===== config.mk =====
export PLATFORM = sky130hd
export DESIGN_NAME = cpu_controller
export DESIGN_NICKNAME = d
export VERILOG_FILES = /design/src/rtl/cpu_pkg.sv /design/src/rtl/instr_dec.sv /design/src/rtl/cpu_controller.sv
export SDC_FILE = /design/constraint.sdc
export NUM_CORES = 1
export LEC_CHECK = 0
export ABC_AREA = 1
export BUFFER_PORTS_ARGS = -buffer_cell sky130_fd_sc_hd__buf_2
export CORE_MARGIN = 1
export CORE_UTILIZATION = 42
export CTS_BUF_LIST = sky130_fd_sc_hd__clkbuf_8
export DETAILED_ROUTE_END_ITERATION = 8
export GPL_ROUTABILITY_DRIVEN = 1
export PLACE_DENSITY = 0.75
export RECOVER_POWER = 25
export SLEW_MARGIN = 10
export SYNTH_ARGS = -nofsm -noshare
export SYNTH_HDL_FRONTEND = slang
export SYNTH_HIERARCHICAL = 1
export SYNTH_SLANG_ARGS = --single-unit

===== constraint.sdc =====
create_clock -name clk -period 1.1 [get_ports clk]
set_input_delay 0.11 -clock clk [delete_from_list [all_inputs] [get_ports clk]]
set_output_delay 0.11 -clock clk [all_outputs]
set_load 0.03 [all_outputs]

===== src/rtl/cpu_pkg.sv =====
// cpu_pkg: FSM states, ISA encodings, vsel codes and instruction field helpers
package cpu_pkg;
  typedef enum logic [2:0] {WAIT, DECODE, WRITE_IMM, GET_A, GET_B, ALU, WRITE_REG} state_t;
  localparam logic [2:0] OPC_MOV = 3'b110;
  localparam logic [2:0] OPC_ALU = 3'b101;
  localparam logic [1:0] OP_ADD = 2'b00;
  localparam logic [1:0] OP_CMP = 2'b01;
  localparam logic [1:0] OP_AND = 2'b10;
  localparam logic [1:0] OP_MVN = 2'b11;
  localparam logic [1:0] OP_MOV_IMM = 2'b10;
  localparam logic [1:0] OP_MOV_REG = 2'b00;
  localparam logic [1:0] VSEL_C = 2'b00;
  localparam logic [1:0] VSEL_PC = 2'b01;
  localparam logic [1:0] VSEL_IMM8 = 2'b10;
  localparam logic [1:0] VSEL_MDATA = 2'b11;
  function automatic logic [2:0] opcode_of(input logic [15:0] i); return i[15:13]; endfunction
  function automatic logic [1:0] op_of(input logic [15:0] i); return i[12:11]; endfunction
  function automatic logic [2:0] rn_of(input logic [15:0] i); return i[10:8]; endfunction
  function automatic logic [2:0] rd_of(input logic [15:0] i); return i[7:5]; endfunction
  function automatic logic [1:0] sh_of(input logic [15:0] i); return i[4:3]; endfunction
  function automatic logic [2:0] rm_of(input logic [15:0] i); return i[2:0]; endfunction
  function automatic logic [15:0] sext8(input logic [15:0] i); return {{8{i[7]}}, i[7:0]}; endfunction
  function automatic logic [15:0] sext5(input logic [15:0] i); return {{11{i[4]}}, i[4:0]}; endfunction
endpackage


===== src/rtl/instr_dec.sv =====
// instr_dec: splits the instruction register into fields, immediates and a legality flag
module instr_dec
  import cpu_pkg::*;
(
  input  logic [15:0] ir,
  output logic [2:0]  opcode,
  output logic [1:0]  op,
  output logic [2:0]  rn,
  output logic [2:0]  rd,
  output logic [2:0]  rm,
  output logic [1:0]  sh,
  output logic [15:0] sximm5,
  output logic [15:0] sximm8,
  output logic        legal
);
  always_comb begin
    opcode = opcode_of(ir);
    op     = op_of(ir);
    rn     = rn_of(ir);
    rd     = rd_of(ir);
    rm     = rm_of(ir);
    sh     = sh_of(ir);
    sximm5 = sext5(ir);
    sximm8 = sext8(ir);
    legal  = opcode == OPC_ALU || (opcode == OPC_MOV && (op == OP_MOV_IMM || op == OP_MOV_REG));
  end
endmodule


===== src/rtl/cpu_controller.sv =====
// cpu_controller: instruction register plus sequencing FSM driving the datapath controls
module cpu_controller
  import cpu_pkg::*;
#(
  parameter int IW = 16
) (
  input  logic          clk,
  input  logic          reset_n,
  input  logic [IW-1:0] in,
  input  logic          load,
  input  logic          s,
  output logic          w,
  output logic [2:0]    readnum,
  output logic [2:0]    writenum,
  output logic [1:0]    vsel,
  output logic          loada,
  output logic          loadb,
  output logic          loadc,
  output logic          loads,
  output logic          write,
  output logic          asel,
  output logic          bsel,
  output logic [1:0]    shift,
  output logic [1:0]    ALUop,
  output logic [IW-1:0] sximm8,
  output logic [IW-1:0] sximm5
);
  state_t state, nxt;
  logic [IW-1:0] ir;
  logic [2:0] opcode, rn, rd, rm;
  logic [1:0] op;
  logic legal, is_cmp, is_mov;
  instr_dec u_dec (
    .ir     (ir),
    .opcode (opcode),
    .op     (op),
    .rn     (rn),
    .rd     (rd),
    .rm     (rm),
    .sh     (shift),
    .sximm5 (sximm5),
    .sximm8 (sximm8),
    .legal  (legal)
  );
  always_ff @(posedge clk or negedge reset_n)
    if (!reset_n) begin
      state <= WAIT;
      ir    <= '0;
    end else begin
      state <= nxt;
      if (load && w) ir <= in;
    end
  always_comb begin
    is_cmp   = opcode == OPC_ALU && op == OP_CMP;
    is_mov   = opcode == OPC_MOV;
    nxt      = state == WAIT   ? (s ? DECODE : WAIT) :
               state == DECODE ? (!legal ? WAIT : is_mov ? (op == OP_MOV_IMM ? WRITE_IMM : GET_B) :
                                  op == OP_MVN ? GET_B : GET_A) :
               state == GET_A  ? GET_B :
               state == GET_B  ? ALU :
               state == ALU && !is_cmp ? WRITE_REG : WAIT;
    w        = state == WAIT;
    readnum  = state == GET_B ? rm : rn;
    writenum = state == WRITE_IMM ? rn : rd;
    vsel     = state == WRITE_IMM ? VSEL_IMM8 : VSEL_C;
    loada    = state == GET_A;
    loadb    = state == GET_B;
    loadc    = state == ALU && !is_cmp;
    loads    = state == ALU && is_cmp;
    asel     = state == ALU && is_mov;
    bsel     = 1'b0;
    ALUop    = op;
    write    = state == WRITE_IMM || state == WRITE_REG;
  end
endmodule


**Word-level counts from Yosys, hierarchy flattened**

Cells that the tools add are included.

- Eq/ne operators: 11
- Mux-type cells: 13
- Reductions and logical operators: 12

Operator list:

| kind | count |
|---|---|
| $mux W3 | 11 |
| $eq A3 B3 Y1 const B | 5 |
| $eq A3 B2 Y1 const B | 2 |
| $logic_and A1 B1 Y1 | 6 |
| $eq A2 B2 Y1 const B | 2 |
| $eq A3 B1 Y1 const B | 1 |
| $logic_not A3 Y1 | 1 |
| $logic_or A1 B1 Y1 | 3 |
| $eq A2 B1 Y1 const B | 1 |
| $logic_not A2 Y1 | 1 |
| $mux W2 | 1 |
| $logic_not A1 Y1 | 1 |
| $mux W1 | 1 |

- Output and inout port bits: 52
- Input bits: 20
- Register bits after elaboration: 19
- Word-level logic and storage cells: 38

**Depth between registers and ports, before layout**

Gate-level depths: netlist (run 1).

- Depth after elaboration: 9
- Mapped depth: 7
- Gate-level depth less buffers: 7

**Hierarchy**

The synthesis (run 1) kept the hierarchy.

Modules (own cells, without submodules):

| module | cells an instance | seq. area each (um^2) | times used | area each (um^2) |
|---|---|---|---|---|
| cpu_controller | 134 | 475.5 | 1 | 980.9 |
| instr_dec | 54 | 0.0 | 1 | 387.9 |

**Worst setup path before layout (run 1)**

OpenSTA, ideal clock, no wires.

- Path type: register to output
- Start point: reg state[1]
- End point: out writenum[2]
- Stages on the path, launching flop included: 5
- Required time: 0.990 ns
- Buffers on the path: 0
- Slack: -0.872 ns
- Arrival time: 1.862 ns
- Path through: dfrtp_1 > inv_1 > nor2_1 > nand2_1 > o21ai_0

- Longest elaborated chain between the ends: 2

Ends and longest elaborated chain:

| what | RTL line | source |
|---|---|---|
| start: declaration | cpu_controller.sv:28 | `state_t state, nxt;` |
| start signal: assignment | cpu_controller.sv:50 | `state <= nxt;` |
| $eq A3 B2 Y1 | cpu_controller.sv:64 | `writenum = state == WRITE_IMM ? rn : rd;` |
| $mux W3 | cpu_controller.sv:64 |  |
| end: declaration | cpu_controller.sv:14 | `output logic [2:0] writenum,` |

Every way passes these cells.

**Final worst setup path (run 1)**

- Start point: reg state[0]
- End point: out w

- Longest elaborated chain between the ends: 1

Ends and longest elaborated chain:

| what | RTL line | source |
|---|---|---|
| $logic_not A3 Y1 | cpu_controller.sv:62 | `w = state == WAIT;` |
| end: declaration | cpu_controller.sv:12 | `output logic w,` |

Every way passes these cells.

==> flow_metrics.py, run 1 <==
metrics = {
    "drt": {
        "wirelength_mm": 3.11,
        "viasPerCell": 4.49,
        "drc": 0,
        "drtIter0Drc": 28,
        "num_vias": 1225,
        "drt-pass1-iter-count": 4,
        "routedWlPerCell_um": 11.4,
        "ant_nets": 0,
    },
    "finish": {
        "area_delta_synth_final_pct": 44.6,
        "ff_latch_area_sq_um": 482,
        "layout-drive-gt1-share_pct": 58.5,
        "diodes": 0,
        "fin_util_pct": 64.3,
        "nets": 250,
        "fin_area_sq_um": 1980,
        "multiInputGateArea_sq_um": 606,
        "fillers": 276,
    },
    "sta": {
        "final_max_slew_viol_count": 0,
        "worst_slack_ps": -386,
        "fin_crit_ps": 1490,
        "skew_ps": 5.97,
        "rsz0062_at_grt": "true",
        "finalSetupViolCount": 47,
        "hold_violations": 0,
        "hold_ws_ps": 78.1,
        "fmax_ghz": 0.673,
        "min_period_over_period_pct": 135,
    },
    "synthesis": {
        "syn-cell-area_sq_um": 1370,
        "netlist.area_leader.share_pct": 34.7,
        "yosysTopAreaCell": "dfrtp_1",
        "ys_seq_area_share_pct": 34.7,
        "ys_types": 16,
        "synthTopCellsByArea": "dfrtp_1, buf_4, nand2_1",
        "ys_seq_elements": 19,
        "avgSynthCellArea_sq_um": 7.28,
        "syn_inst": 188,
        "yosys_warnings": 6,
    },
    "global_route": {
        "grtUsageMet2_pct": 34.4,
        "antenna_found_initial": 0,
        "grt.total_usage_pct": 18.4,
        "grt_most_used_layer": "met2",
        "grt_overflow_total": 0,
        "use_met1_pct": 21.0,
        "grt_max_degree": 20,
        "grt_pass1_wl_mm": 4.78,
        "grt_pass1_vias": 1075,
        "grt_util_met3_pct": 5.24,
    },
    "critical_path": {
        "cp_data_required_time_ps": 990,
        "worstPathArrival_ps": 1380,
        "critPathMaxStageDelay_ps": 440,
        "crit_chain": "buf_4 > nor3_4 > buf_6 > buf_6",
        "crit_path_end_kind": "primary output",
        "crit_path_max_fanout": 4,
        "slowest_stage": "dfrtp_2",
        "cp-start-kind": "flop",
        "critPathKind": "flop to primary output",
        "path_common_cell": "buf_6",
    },
    "place": {
        "hpwl_mm": 2.10,
        "dpl_cell_area_sq_um": 1550,
        "place_congestion": 0.763,
        "portBuffers": 69,
    },
    "floorplan": {
        "die_h_um": 59.1,
        "core_sq_um": 3080,
        "die_w_um": 59.1,
        "dieArea_sq_um": 3490,
        "ios": 72,
        "start_util_pct": 44.5,
        "rows": 20,
    },
    "clock_tree": {
        "clock_sinks": 19,
        "cts_buffer_depth": 2,
        "cts_htree_levels": 1,
        "clk_latency_ps": 260,
        "path_clk_slew_ps": 80,
        "clock-root-buffer": "clkbuf_8",
        "cts_tree": "built",
        "numCtsBuffers": 3,
    },
    "run_status": {
        "violations": "negative setup slack",
        "outcome": "finished with violations",
    },
    "job": {
        "cap_violations": 0,
    },
    "hold_path": {
        "hp-class": "input port to flop",
    },
}
## what timing repair did
item	CTS	global route
endpoints found under the hold margin	19	0
pin swaps	1	5
resized for setup	48	51
gates cloned	0	1
hold buffers	1	0
buffers inserted	2	7
endpoints found under the setup margin	53	54
## layer usage
metal  wire length, um  part of all wire [%]
met1              1230                    40
met2              1710                    55
met3               161                   5.2
met4                10                  0.32
met5                 0                     0
## critical path, delay by kind of cell (launching register included)
| family | cells | cell delay (ps) |
|---|---|---|
| AND/OR/NAND/NOR | 1 | 220 |
| buffers and inverters | 3 | 460 |
| flip-flops | 1 | 440 |
## cells in the final DEF (no fill, tap or decap)
master	n
nor3_4	1
nor3_2	1
nand2_8	1
nand3_2	2
nand3b_1	1
buf_8	1
inv_8	1
clkbuf_8	3
a21oi_2	1
nor2_4	4
dfrtp_1	14
nand2_2	8
nand3_1	18
inv_2	3
inv_4	2
inv_1	10
nor2_1	3
buf_6	32
dlygate4sd3_1	1
nand2_1	45
nand2_4	10
clkbuf_2	1
conb_1	2
o21ai_0	1
clkinv_2	1
o21ai_4	2
clkbuf_16	1
dfrtp_2	5
buf_2	41
buf_4	13
## cell usage after synthesis
library cell	instances
nand3b_1	1
nand3_1	20
clkbuf_1	1
nand2_4	1
inv_1	16
nor2_1	7
dfrtp_1	19
o21ai_0	3
conb_1	1
buf_2	1
nor3_1	1
a21oi_2	1
buf_4	51
nand2_1	63
buf_6	1
nor3_4	1
## sequential cells by signal, indices dropped and copies added (netlist names)
name   flops
state      3
ir        16
## through the flow
stage | worst slack (ps) | setup TNS (ps) | cells
floorplan | -136 | -2010 | 189
global placement | -150 | -2310 | 258
detailed placement | -204 | -3030 | 258
CTS | -348 | -7020 | 265
global route | -431 | -10140 | 273
finish | -386 | -7870 | 273
## logic make-up after synthesis
| logic type | Yosys count | synth area share (%) |
|---|---|---|
| compound gates | 4 | 1.74 |
| buf+inv | 70 | 33.8 |
| flops | 19 | 34.7 |
| other cells | 1 | 0.274 |
| simple gates | 94 | 29.4 |
## path summary, 6_finish.rpt
path / start / slack, ps / end / cells after the start
setup / recovery: state[0]$_DFF_PN0_ / -390 / w / 4
hold / removal: in[1] / 80 / ir[1]$_DFFE_PN0P_ / 3
setup reg to reg: state[0]$_DFF_PN0_ / -240 / ir[0]$_DFFE_PN0P_ / 6
hold reg to reg: ir[5]$_DFFE_PN0P_ / 510 / ir[5]$_DFFE_PN0P_ / 2
max in group asynchronous: reset_n / 380 / ir[4]$_DFFE_PN0P_ / 2
min in group asynchronous: reset_n / 350 / ir[6]$_DFFE_PN0P_ / 2
## layout make-up
class,instances,area share (%)
multi-input combinational,100,30.6
inverter,16,3.67
clock buffer,3,2.09
clock inverter,1,0.253
timing repair buffer,90,36.3
sequential,19,24.3
tap,44,2.78
Power of run 1 is left out: the tool's default activity adds up to more than one toggle a clock period on the data nets, which glitch-free logic cannot reach.
==> run 2, diff against run 1 <==
==> constraint.sdc (replaced) <==
create_clock -name clk -period 1.1 [get_ports clk]
set_input_delay 0.165 -clock clk [delete_from_list [all_inputs] [get_ports clk]]
set_output_delay 0.165 -clock clk [all_outputs]
set_load 0.03 [all_outputs]
==> flow_metrics.py, run 2 (synthesis results as in run 1) <==
metrics = {
    "critical_path": {
        "crit_path_max_fanout": 5,
        "worstPathArrival_ps": 1350,
        "cp_data_required_time_ps": 940,
        "slowest_stage": "dfrtp_2",
        "crit_chain": "nor2_4 > nand2_4 > inv_8 > nand2_4 > nand2_4 > buf_6",
        "cp-start-kind": "flop",
        "critPathMaxStageDelay_ps": 490,
        "path_common_cell": "nand2_4",
        "critPathKind": "flop to primary output",
        "crit_path_end_kind": "primary output",
        "crit_buf_inv": 2,
        "critPathTopFamily": "flip-flops",
    },
    "clock_tree": {
        "clock-root-buffer": "clkbuf_8",
        "cts_buffer_depth": 2,
        "cts_tree": "built",
        "cts_htree_levels": 1,
        "clk_latency_ps": 260,
        "numCtsBuffers": 3,
        "path_clk_slew_ps": 80,
        "clock_sinks": 19,
    },
    "drt": {
        "wirelength_mm": 3.66,
        "routedWlPerCell_um": 13.1,
        "drt-pass1-iter-count": 4,
        "drtIter0Drc": 7,
        "num_vias": 1252,
        "viasPerCell": 4.50,
        "ant_nets": 0,
        "drc": 0,
    },
    "place": {
        "place_congestion": 0.834,
        "hpwl_mm": 2.08,
        "dpl_cell_area_sq_um": 1570,
        "portBuffers": 69,
    },
    "global_route": {
        "grt_pass1_wl_mm": 5.59,
        "grt_overflow_total": 0,
        "grt.total_usage_pct": 21.4,
        "antenna_found_initial": 0,
        "grt_pass1_vias": 1242,
        "grt_max_degree": 20,
    },
    "floorplan": {
        "ios": 72,
        "start_util_pct": 44.5,
        "dieArea_sq_um": 3490,
        "core_sq_um": 3080,
        "rows": 20,
        "die_w_um": 59.1,
        "die_h_um": 59.1,
    },
    "finish": {
        "most-common-layout-cells": "buf_6, nand2_1, buf_2",
        "fillers": 226,
        "reg_top3": "ir: 16 flops, state: 3 flops",
        "largest-register": "ir",
        "largest_reg_flops": 16,
        "layout-drive-gt1-share_pct": 72.2,
        "fin_area_sq_um": 2260,
        "final_common_cell": "buf_6",
        "nets": 255,
        "diodes": 0,
        "area_delta_synth_final_pct": 65.3,
    },
    "sta": {
        "rsz0062_at_grt": "true",
        "worst_slack_ps": -416,
        "fmax_ghz": 0.660,
        "relSlewSlack_pct": 57.1,
        "hold_violations": 0,
        "final_max_slew_viol_count": 0,
        "fin_crit_ps": 1520,
        "min_period_over_period_pct": 138,
        "skew_ps": 5.19,
        "tightest_slew_ps": 643,
        "finalSetupViolCount": 56,
    },
    "run_status": {
        "violations": "negative setup slack",
        "outcome": "finished with violations",
    },
    "hold_path": {
        "hp-class": "input port to flop",
    },
    "job": {
        "cap_violations": 0,
    },
}
-- run 2: cell types whose count changed in the layout (fill, tap and decap cells not counted), moves of 2 or more --
cell	delta
buf_6	+19
buf_2	-12
nand3_1	-16
dfrtp_2	+3
nand2_1	-11
nand2_2	+7
dfrtp_1	-3
buf_4	-4
nand2_4	+4
inv_4	-2
buf_8	+2
nand3_2	+16
-- run 2: worst register-to-register path, cell delays in order (launching register included) --
cell	delay, ps
dfrtp_2	490
buf_6	150
nor3_4	220
buf_6	210
nand2_8	120
nand2_4	120
nand2_2	50
-- run 2: path summary, 6_finish.rpt --
| check | slack, ps | to | startpoint | depth (start not counted) |
|---|---|---|---|---|
| max | -420 | writenum[0] | state[0]$_DFF_PN0_ | 6 |
| min | 130 | ir[3]$_DFFE_PN0P_ | in[3] | 3 |
| max reg2reg | -340 | ir[4]$_DFFE_PN0P_ | state[0]$_DFF_PN0_ | 6 |
| min reg2reg | 500 | ir[10]$_DFFE_PN0P_ | ir[10]$_DFFE_PN0P_ | 2 |
| max in group asynchronous | 340 | ir[7]$_DFFE_PN0P_ | reset_n | 2 |
| min in group asynchronous | 400 | ir[12]$_DFFE_PN0P_ | reset_n | 2 |
-- run 2: repair_timing --
action,CTS,global route
setup buffers,7,5
setup endpoints to repair,58,60
hold buffers,1,0
gates cloned,3,0
gates resized for setup,129,32
hold endpoints to repair,19,0
pin swaps,23,8
-- run 2: final cells by class --
cell class              count  area (sq um)  area share [%]
clock inverters             1          5.00           0.221
multi-input cells         101           753            33.3
inverters                  16          75.1            3.32
well taps                  44          55.1            2.43
clock buffers               3          41.3            1.83
repair buffers             94           847            37.4
flip-flops and latches     19           485            21.5
-- run 2: per-layer routing --
layer / vias up / global-route usage (%) / share of wire [%]
met5: - / 0 / 0
met4: 0 / 5.10 / 1.6
met3: 6 / 3.06 / 3.4
met2: 43 / 40.6 / 55
met1: 589 / 25.1 / 40
li1: 614 / - / -
-- run 2: through the flow --
step / worst slack, ps / std cells / utilization, % / setup TNS, ps / hold WS, ps
finish: -416 / 278 / 73.5 / -11150 / 134
global route: -466 / 278 / 73.5 / -13580 / 143
CTS: -390 / 274 / 69.3 / -9770 / 130
detailed placement: -232 / 260 / 51.1 / -4270 / 130
global placement: -201 / 260 / 51.1 / -4060 / 124
floorplan: -186 / 189 / - / -2650 / -131
Power of run 2 is left out for the same reason.
